File: config.mk
export PLATFORM = sky130hd
export DESIGN_NAME = trade_display
export DESIGN_NICKNAME = d
export VERILOG_FILES = /design/src/rtl/trade_display.sv
export SDC_FILE = /design/constraint.sdc
export NUM_CORES = 1
export LEC_CHECK = 0
export CORE_MARGIN = 8
export CORE_UTILIZATION = 54
export CTS_CLUSTER_SIZE = 10
export DETAILED_ROUTE_END_ITERATION = 10
export PLACE_DENSITY = 0.71
export SLEW_MARGIN = 0
export SYNTH_ARGS = -nofsm -noshare
export SYNTH_HDL_FRONTEND = slang
export SYNTH_SLANG_ARGS = --single-unit
File: constraint.sdc
create_clock -name clk -period 5.4 [get_ports clk]
set_clock_uncertainty 0.2 [all_clocks]
set_input_delay 1.08 -clock clk [delete_from_list [all_inputs] [get_ports clk]]
set_output_delay 1.08 -clock clk [all_outputs]
set_load 0.05 [all_outputs]
File: src/rtl/trade_display.sv
// trade_display: display front end for the trade counter.
// Synchronizes the trade count and halt flag, converts the count to BCD with a
// sequential double-dabble engine, and drives two active-low 7-segment digits
// plus a halt LED. Digits blink while halt is asserted.
// Optional feature macro: TRADE_DISPLAY_BLANK_LZ_EN (leading-zero blanking of hex1).
module trade_display #(
   parameter int unsigned SYNC_STAGES = 2,   // minimum 2
   parameter int unsigned BLINK_BITS  = 24
) (
   input  logic       clk,
   input  logic       reset,
   input  logic [7:0] trade_count,
   input  logic       halt_signal,
   output logic [6:0] hex0,
   output logic [6:0] hex1,
   output logic       halt_led,
   output logic       busy
);

   localparam logic [6:0] SEG_DASH  = 7'b0111111;
   localparam logic [6:0] SEG_BLANK = 7'b1111111;
   localparam logic [6:0] SEG_ZERO  = 7'b1000000;
`ifdef TRADE_DISPLAY_BLANK_LZ_EN
   localparam logic [6:0] HEX1_RST  = SEG_BLANK;
`else
   localparam logic [6:0] HEX1_RST  = SEG_ZERO;
`endif

   typedef enum logic [1:0] {StIdle, StShift, StDone} state_t;

   // BCD digit to active-low segments {g,f,e,d,c,b,a}
   function automatic logic [6:0] seg7(input logic [3:0] d);
      logic [6:0] s;
      case (d)
         4'd0:    s = 7'b1000000;
         4'd1:    s = 7'b1111001;
         4'd2:    s = 7'b0100100;
         4'd3:    s = 7'b0110000;
         4'd4:    s = 7'b0011001;
         4'd5:    s = 7'b0010010;
         4'd6:    s = 7'b0000010;
         4'd7:    s = 7'b1111000;
         4'd8:    s = 7'b0000000;
         4'd9:    s = 7'b0010000;
         default: s = SEG_BLANK;
      endcase
      return s;
   endfunction

   logic [SYNC_STAGES-1:0][7:0] cnt_sync;
   logic [SYNC_STAGES-1:0]      halt_sync;
   logic [7:0]                  cnt_s;
   logic                        halt_s;

   state_t                state_q, state_d;
   logic [7:0]            last_q, last_d;
   logic [19:0]           sr_q, sr_d, sr_adj;
   logic [2:0]            iter_q, iter_d;
   logic [3:0]            tens_q, tens_d, units_q, units_d;
   logic                  ovf_q, ovf_d;
   logic [BLINK_BITS-1:0] blink_q, blink_d;
   logic [6:0]            hex0_q, hex0_d, hex1_q, hex1_d;
   logic                  busy_q, busy_d;

   assign cnt_s  = cnt_sync[SYNC_STAGES-1];
   assign halt_s = halt_sync[SYNC_STAGES-1];

   // Input synchronizer chains; stage 0 captures the asynchronous inputs
   always_ff @(posedge clk or negedge reset) begin
      if (!reset) begin
         cnt_sync  <= '0;
         halt_sync <= '0;
      end else begin
         cnt_sync  <= {cnt_sync[SYNC_STAGES-2:0], trade_count};
         halt_sync <= {halt_sync[SYNC_STAGES-2:0], halt_signal};
      end
   end

   // Conversion FSM: snapshot in IDLE, 8 add-3/shift steps, latch digits in DONE
   always_comb begin
      state_d = state_q;
      last_d  = last_q;
      sr_d    = sr_q;
      iter_d  = iter_q;
      tens_d  = tens_q;
      units_d = units_q;
      ovf_d   = ovf_q;
      sr_adj  = sr_q;
      if (sr_q[19:16] >= 4'd5) sr_adj[19:16] = sr_q[19:16] + 4'd3;
      if (sr_q[15:12] >= 4'd5) sr_adj[15:12] = sr_q[15:12] + 4'd3;
      if (sr_q[11:8]  >= 4'd5) sr_adj[11:8]  = sr_q[11:8]  + 4'd3;
      unique case (state_q)
         StIdle: begin
            if (cnt_s != last_q) begin
               last_d  = cnt_s;
               sr_d    = {12'b0, cnt_s};
               iter_d  = 3'd0;
               state_d = StShift;
            end
         end
         StShift: begin
            sr_d   = sr_adj << 1;
            iter_d = iter_q + 3'd1;
            if (iter_q == 3'd7) state_d = StDone;
         end
         StDone: begin
            tens_d  = sr_q[15:12];
            units_d = sr_q[11:8];
            ovf_d   = (sr_q[19:16] != 4'd0);
            state_d = StIdle;
         end
         default: state_d = StIdle;
      endcase
   end

   // Blink counter free-runs only while halted; output segment selection
   always_comb begin
      blink_d = halt_s ? blink_q + 1'b1 : '0;
      hex0_d  = ovf_d ? SEG_DASH : seg7(units_d);
      hex1_d  = ovf_d ? SEG_DASH : seg7(tens_d);
`ifdef TRADE_DISPLAY_BLANK_LZ_EN
      if (!ovf_d && tens_d == 4'd0) hex1_d = SEG_BLANK;
`endif
      if (blink_d[BLINK_BITS-1]) begin
         hex0_d = SEG_BLANK;
         hex1_d = SEG_BLANK;
      end
      busy_d = (state_d != StIdle);
   end

   // State and output registers
   always_ff @(posedge clk or negedge reset) begin
      if (!reset) begin
         state_q <= StIdle;
         last_q  <= '0;
         sr_q    <= '0;
         iter_q  <= '0;
         tens_q  <= '0;
         units_q <= '0;
         ovf_q   <= 1'b0;
         blink_q <= '0;
         hex0_q  <= SEG_ZERO;
         hex1_q  <= HEX1_RST;
         busy_q  <= 1'b0;
      end else begin
         state_q <= state_d;
         last_q  <= last_d;
         sr_q    <= sr_d;
         iter_q  <= iter_d;
         tens_q  <= tens_d;
         units_q <= units_d;
         ovf_q   <= ovf_d;
         blink_q <= blink_d;
         hex0_q  <= hex0_d;
         hex1_q  <= hex1_d;
         busy_q  <= busy_d;
      end
   end

   assign hex0     = hex0_q;
   assign hex1     = hex1_q;
   assign busy     = busy_q;
   assign halt_led = halt_s;

endmodule
Word-level counts from Yosys, hierarchy flattened
Memories as Yosys holds them, arrays and structs flattened.
Cells that the tools add are included.

storage, ports and cells
  flip-flop bits (word level) = 99
  bits in latches = 0
  RAM bits = 0
  bits in read-only memories = 224
  input bits = 11
  output and inout port bits = 16
  word-level logic and storage cells = 53
  memories kept = 2

cells by class
  add/sub/neg operators = 5
  $mul = 0
  divide/modulo/power cells = 0
  $lt $le $gt $ge = 3
  equal/unequal tests = 5
  shift-type cells = 0
  multiplexer cells = 18
  bitwise gates (word level) = 0
  reductions and logical operators = 6

memories
  name             words  width  rd ports  clocked after Yosys merged registers in  write ports  RTL line  RTL
  (no name shown)  16     7      1         0                                        0            34        case (d)
  (no name shown)  16     7      1         0                                        0            34

operators with widths
  kind                                                  count
  case mux 20 bit (2 select lines)                      1
  2-to-1 mux 7 bit                                      4
  adder 24 x 1 -> 24 bit (second input constant)        1
  2-to-1 mux 24 bit                                     1
  2-to-1 mux 20 bit                                     1
  2-to-1 mux 4 bit                                      4
  >= comparator 4 x 3 -> 1 bit (second input constant)  3
  adder 4 x 2 -> 4 bit (second input constant)          2
  inequality test 8 bit                                 1
  2-to-1 mux 3 bit                                      2
  case mux 3 bit (2 select lines)                       1
  2-to-1 mux 2 bit                                      2
  case mux 2 bit (2 select lines)                       1
  AND reduction 2 bit                                   2
  nonzero test 2 bit                                    2
  nonzero test 4 bit                                    1
  adder 3 x 1 -> 3 bit (second input constant)          1
  adder 3 x 2 -> 3 bit (second input constant)          1
  equality test 3 bit (second input constant)           1
  equality test 2 x 1 -> 1 bit (second input constant)  1
  equality test 2 bit (second input constant)           1
  logical NOT 2 bit                                     1
  inequality test 2 bit (second input constant)         1
  2-to-1 mux 1 bit                                      1

Longest topological paths before layout
An unclocked memory read counts as a cell.

  word-level depth = 5
  mapped depth = 11

Least setup slack after synthesis
No wires, ideal clock.

  path type = register to register
  start = register state_q[0]
  end = register hex1_q[1] (netlist: hex1[1])
  arrival = 1933 ps
  required time = 5061 ps
  path slack = 3128 ps
  cell stages (with the launch flop) = 8
  buffers on the path = 1
  clock period less this slack = 2272 ps
  cell sequence = dfrtp_1 > nand2b_1 > buf_2 > mux2i_1 > inv_1 > ha_1 > a21oi_1 > or4_4

on the way
  word-level cells in the longest chain between the ends = 5

ends and longest elaborated chain
  element                 RTL line  RTL
  start, declared         55        state_t state_q, state_d;
  start signal, assigned  134       state_q <= StIdle;
  start signal, assigned  146       state_q <= state_d;
  equality test 2 bit     92        unique case (state_q)
  2-to-1 mux 4 bit        92
  net tens_d[1]           59        logic [3:0] tens_q, tens_d, units_q, units_d;
  memory (16 x 7 bit)     --
  2-to-1 mux 7 bit        120       hex1_d = ovf_d ? SEG_DASH : seg7(tens_d);
  2-to-1 mux 7 bit        124       if (blink_d[BLINK_BITS-1]) begin
  net hex1_d[1]           62        logic [6:0] hex0_q, hex0_d, hex1_q, hex1_d;
  end signal, assigned    143       hex1_q <= HEX1_RST;
  end signal, assigned    155       hex1_q <= hex1_d;
  end, declared           62

The timed path passes the listed nets, and every way through them passes these cells.
A chain may end at the register's enable or synchronous reset.

Worst setup path after layout
  start = register halt_sync[1]
  end = output halt_led

RTL lines
  element                 RTL line  RTL
  start, declared         51        logic [SYNC_STAGES-1:0] halt_sync;
  start signal, assigned  75        halt_sync <= {halt_sync[SYNC_STAGES-2:0], halt_signal};
  end, declared           16        output logic halt_led,

No word-level cell between the ends.

==> flow_metrics.env <==
export IMPL_status="complete, no violations"
export IMPL_seq_area_frac_synth_pct=55.10
export IMPL_synth_cell_types=49
export IMPL_clockBufferDepth=2
export IMPL_drc=0
export IMPL_start_kind="flip-flop"
export IMPL_io_pins=27
export IMPL_wl_met3_um=297
export IMPL_ys_ff_latch=99
export IMPL_pwr_share_seq_pct=39.4
export IMPL_hold_viol=0
export IMPL_placed_cells=522
export IMPL_crit_path_end="halt_led"
export IMPL_wl_met1_um=3537
export IMPL_synthTopCellsByArea="dfrtp_1 54%, ha_1 5.3%, xnor2_1 3.5%, xor2_1 3.3%, nand2_1 3.1%"
export IMPL_min_period_over_period_pct=60.86
export IMPL_cp_top_family="buffers and inverters"
export IMPL_r2r_cells=6
export IMPL_max_freq_mhz=304.3
export IMPL_die_h_um=107.3
export IMPL_dp_hpwl_um=4876
export IMPL_synth_ff_type="dfrtp_1"
export IMPL_worstPathRequired_ns=4.12
export IMPL_synth_async_reset_ratio_pct=100.0
export IMPL_die_width_um=107.3
export IMPL_path_cells="clkdlybuf4s50_1"
export IMPL_syn_nets=433
export IMPL_rsz0062_at_grt="no"
export IMPL_vdd_drop_max_mv=0.2269
export IMPL_path_depth=1
export IMPL_regToRegEndpoint="hex1[1]"
export IMPL_grt_ovfl_total=0
export IMPL_synth_top_area_cell="dfrtp_1"
export IMPL_p_int_mw=1.681
export IMPL_crit_path_start="halt_sync[1]"
export IMPL_reg2reg_from="state_q[0]"
export IMPL_yosys_warnings=0
export IMPL_insertion_delay_ns=0.37
export IMPL_routabilityCongestion=0.8169
export IMPL_track_usage_pct=13.67
export IMPL_antenna_found_initial=0
export IMPL_post_cts_buffers=0
export IMPL_io_buffers=26
export IMPL_pwr_share_comb_pct=41.2
export IMPL_relSlewSlack_pct=23.58
export IMPL_hold_path_class="reg2reg"
export IMPL_start_util_pct=55.33
export IMPL_cts_hold_buf=0
export IMPL_nNetsFinal=458
export IMPL_synth_top_cell_area_share_pct=53.93
export IMPL_p_leak_nw=2.352
export IMPL_end_kind="primary output"
export IMPL_root_buffer="clkbuf_8"
export IMPL_die_area_mm2=0.01151
export IMPL_crit_fanout=26
export IMPL_dr_pass1_iters=4
export IMPL_tritoncts="built"
export IMPL_cts_sinks=99
export IMPL_drt_initial_drc_count=96
export IMPL_fillers=638
export IMPL_grt_pass1_vias=2839
export IMPL_via_per_inst=5.357
export IMPL_drive_above_1_share_pct=9.700
export IMPL_setup_tns_ns=0
export IMPL_cts_buffers=9
export IMPL_critPathKind="reg2out"
export IMPL_clkSlewWorstSetupHoldPaths_ns=0.10
export IMPL_drtAntennaViolNets=0
export IMPL_final_setup_viol_count=0
export IMPL_wirelength_um=7383
export IMPL_grt_max_degree=59
export IMPL_fin_cells=538
export IMPL_cap_violations=0
export IMPL_htreeDepth=3
export IMPL_max_stage_delay_ns=0.92
export IMPL_period_needed_ns=3.286
export IMPL_routed_top_layer="met4"
export IMPL_wl_per_cell_um=13.72
export IMPL_cp_arrival_ns=2.01
export IMPL_core_area_mm2=0.008134
export IMPL_cp_buffers_inverters=1
export IMPL_netlist_area_mm2=0.004501
export IMPL_whs_ns=0.1544
export IMPL_diodes=0
export IMPL_powerDensity_mw_per_mm2=542.4
export IMPL_grt_pass1_wl_um=12800
export IMPL_vias=2882
export IMPL_avgSynthCellArea_um2=11.17
export IMPL_drv_slew=0
export IMPL_synthToLayoutAreaGrowth_pct=13.04
export IMPL_wl_met2_um=3382
export IMPL_pwr_share_clk_pct=19.4
export IMPL_crit_slowest_cell="clkdlybuf4s50_1"
export IMPL_tightest_slew_ns=1.146
export IMPL_p_switching_mw=1.078
export IMPL_final_cell_mix="97 x dfrtp_1, 37 x nand2_1, 25 x clkdlybuf4s50_1"
export IMPL_sw_frac_of_total_pct=39.06
export IMPL_synth_edf_count=0
export IMPL_netlist_instances=403
export IMPL_layout_commonest_cell="dfrtp_1"
export IMPL_cts_repair_resized=0
export IMPL_row_count=33
export IMPL_ff2ff_setup_slack_ns=2.42
## power groups by stage
| stage | combinational [mW] | sequential [mW] | clock [mW] |
|---|---|---|---|
| 6_report | 1.14 | 1.09 | 0.535 |
| 5_1_grt | 1.27 | 1.11 | 0.579 |
| 4_1_cts | 1.15 | 1.09 | 0.550 |
| 3_5_place_dp | 1.14 | 1.10 | 0 |
| 3_3_place_gp | 1.11 | 1.09 | 0 |
| 2_1_floorplan | 0.694 | 1.25 | 0 |
## synthesized netlist by cell type (all sizes together) (13+ instances only)
cell type and number:
dfrtp 97, xnor2 18, inv 22, o21ai 22, mux2i 13, xor2 17
a21oi 14, nand2 37, and2 23, ha 19, nor2 14, nand3 13
## layout make-up
class | instances | area (um2) | share of cell area [%]
clock buffers | 9 | 123.9 | 2.435
clock inverters | 7 | 105.1 | 2.066
inverters | 22 | 82.58 | 1.623
multi-input cells | 267 | 1884 | 37.04
flip-flops and latches | 99 | 2480 | 48.75
well taps | 105 | 131.4 | 2.582
repair buffers | 29 | 280.3 | 5.509
## flip-flops by register name, indices dropped and copies added (netlist names)
| name | cells |
|---|---|
| ovf_q | 1 |
| sr_q | 20 |
| tens_q | 4 |
| state_q | 2 |
| busy | 1 |
| hex0 | 7 |
| halt_sync | 2 |
| hex1 | 7 |
| iter_q | 3 |
| cnt_sync | 8 |
| cnt_s | 8 |
| units_q | 4 |
| last_q | 8 |
| blink_q | 24 |
## stage by stage
stage / worst slack (ns) / util [%] / power [mW] / cell area, um2
4_1_cts: 2.060 / 62.54 / 2.786 / 5087
3_5_place_dp: 2.496 / 59.73 / 2.238 / 4858
2_1_floorplan: 3.128 / - / 1.943 / 4501
3_3_place_gp: 2.514 / 59.73 / 2.206 / 4858
6_report: 2.114 / 62.54 / 2.759 / 5087
5_1_grt: 1.993 / 62.54 / 2.962 / 5087
## cells by family (layout without fill, tap and decap cells)
kind of cell	Yosys count	count (layout)	synth area share (%)
AND/OR/NAND/NOR	121	121	14.46
flip-flops	99	99	55.10
AO/OA/AOI/OAI	70	70	9.536
buffers and inverters	37	67	3.308
XOR/XNOR	35	35	6.811
multiplexers	22	22	5.505
adder cells (fa/ha/maj)	19	19	5.282
## layer usage
metal | vias to the layer above | track usage (%)
met1 | 1405 | 16.93
met5 | - | 0
met4 | 0 | 6.432
li1 | 1424 | -
met3 | 16 | 4.012
met2 | 37 | 21.54
## worst min-delay path by stage
| stage | start | end | slack (ns) | cells past startpoint |
|---|---|---|---|---|
| after global routing | cnt_sync[6] | cnt_s[6] | 0.16 | 0 |
| after floorplan | cnt_sync[0] | cnt_s[0] | 0.13 | 0 |
| after CTS | cnt_sync[6] | cnt_s[6] | 0.16 | 0 |
| after global placement | cnt_sync[0] | cnt_s[0] | 0.13 | 0 |
| after detailed placement | halt_sync[0] | halt_sync[1] | 0.14 | 0 |
| final | cnt_sync[6] | cnt_s[6] | 0.15 | 0 |
Note: power is estimated with default switching activity, not from simulation.
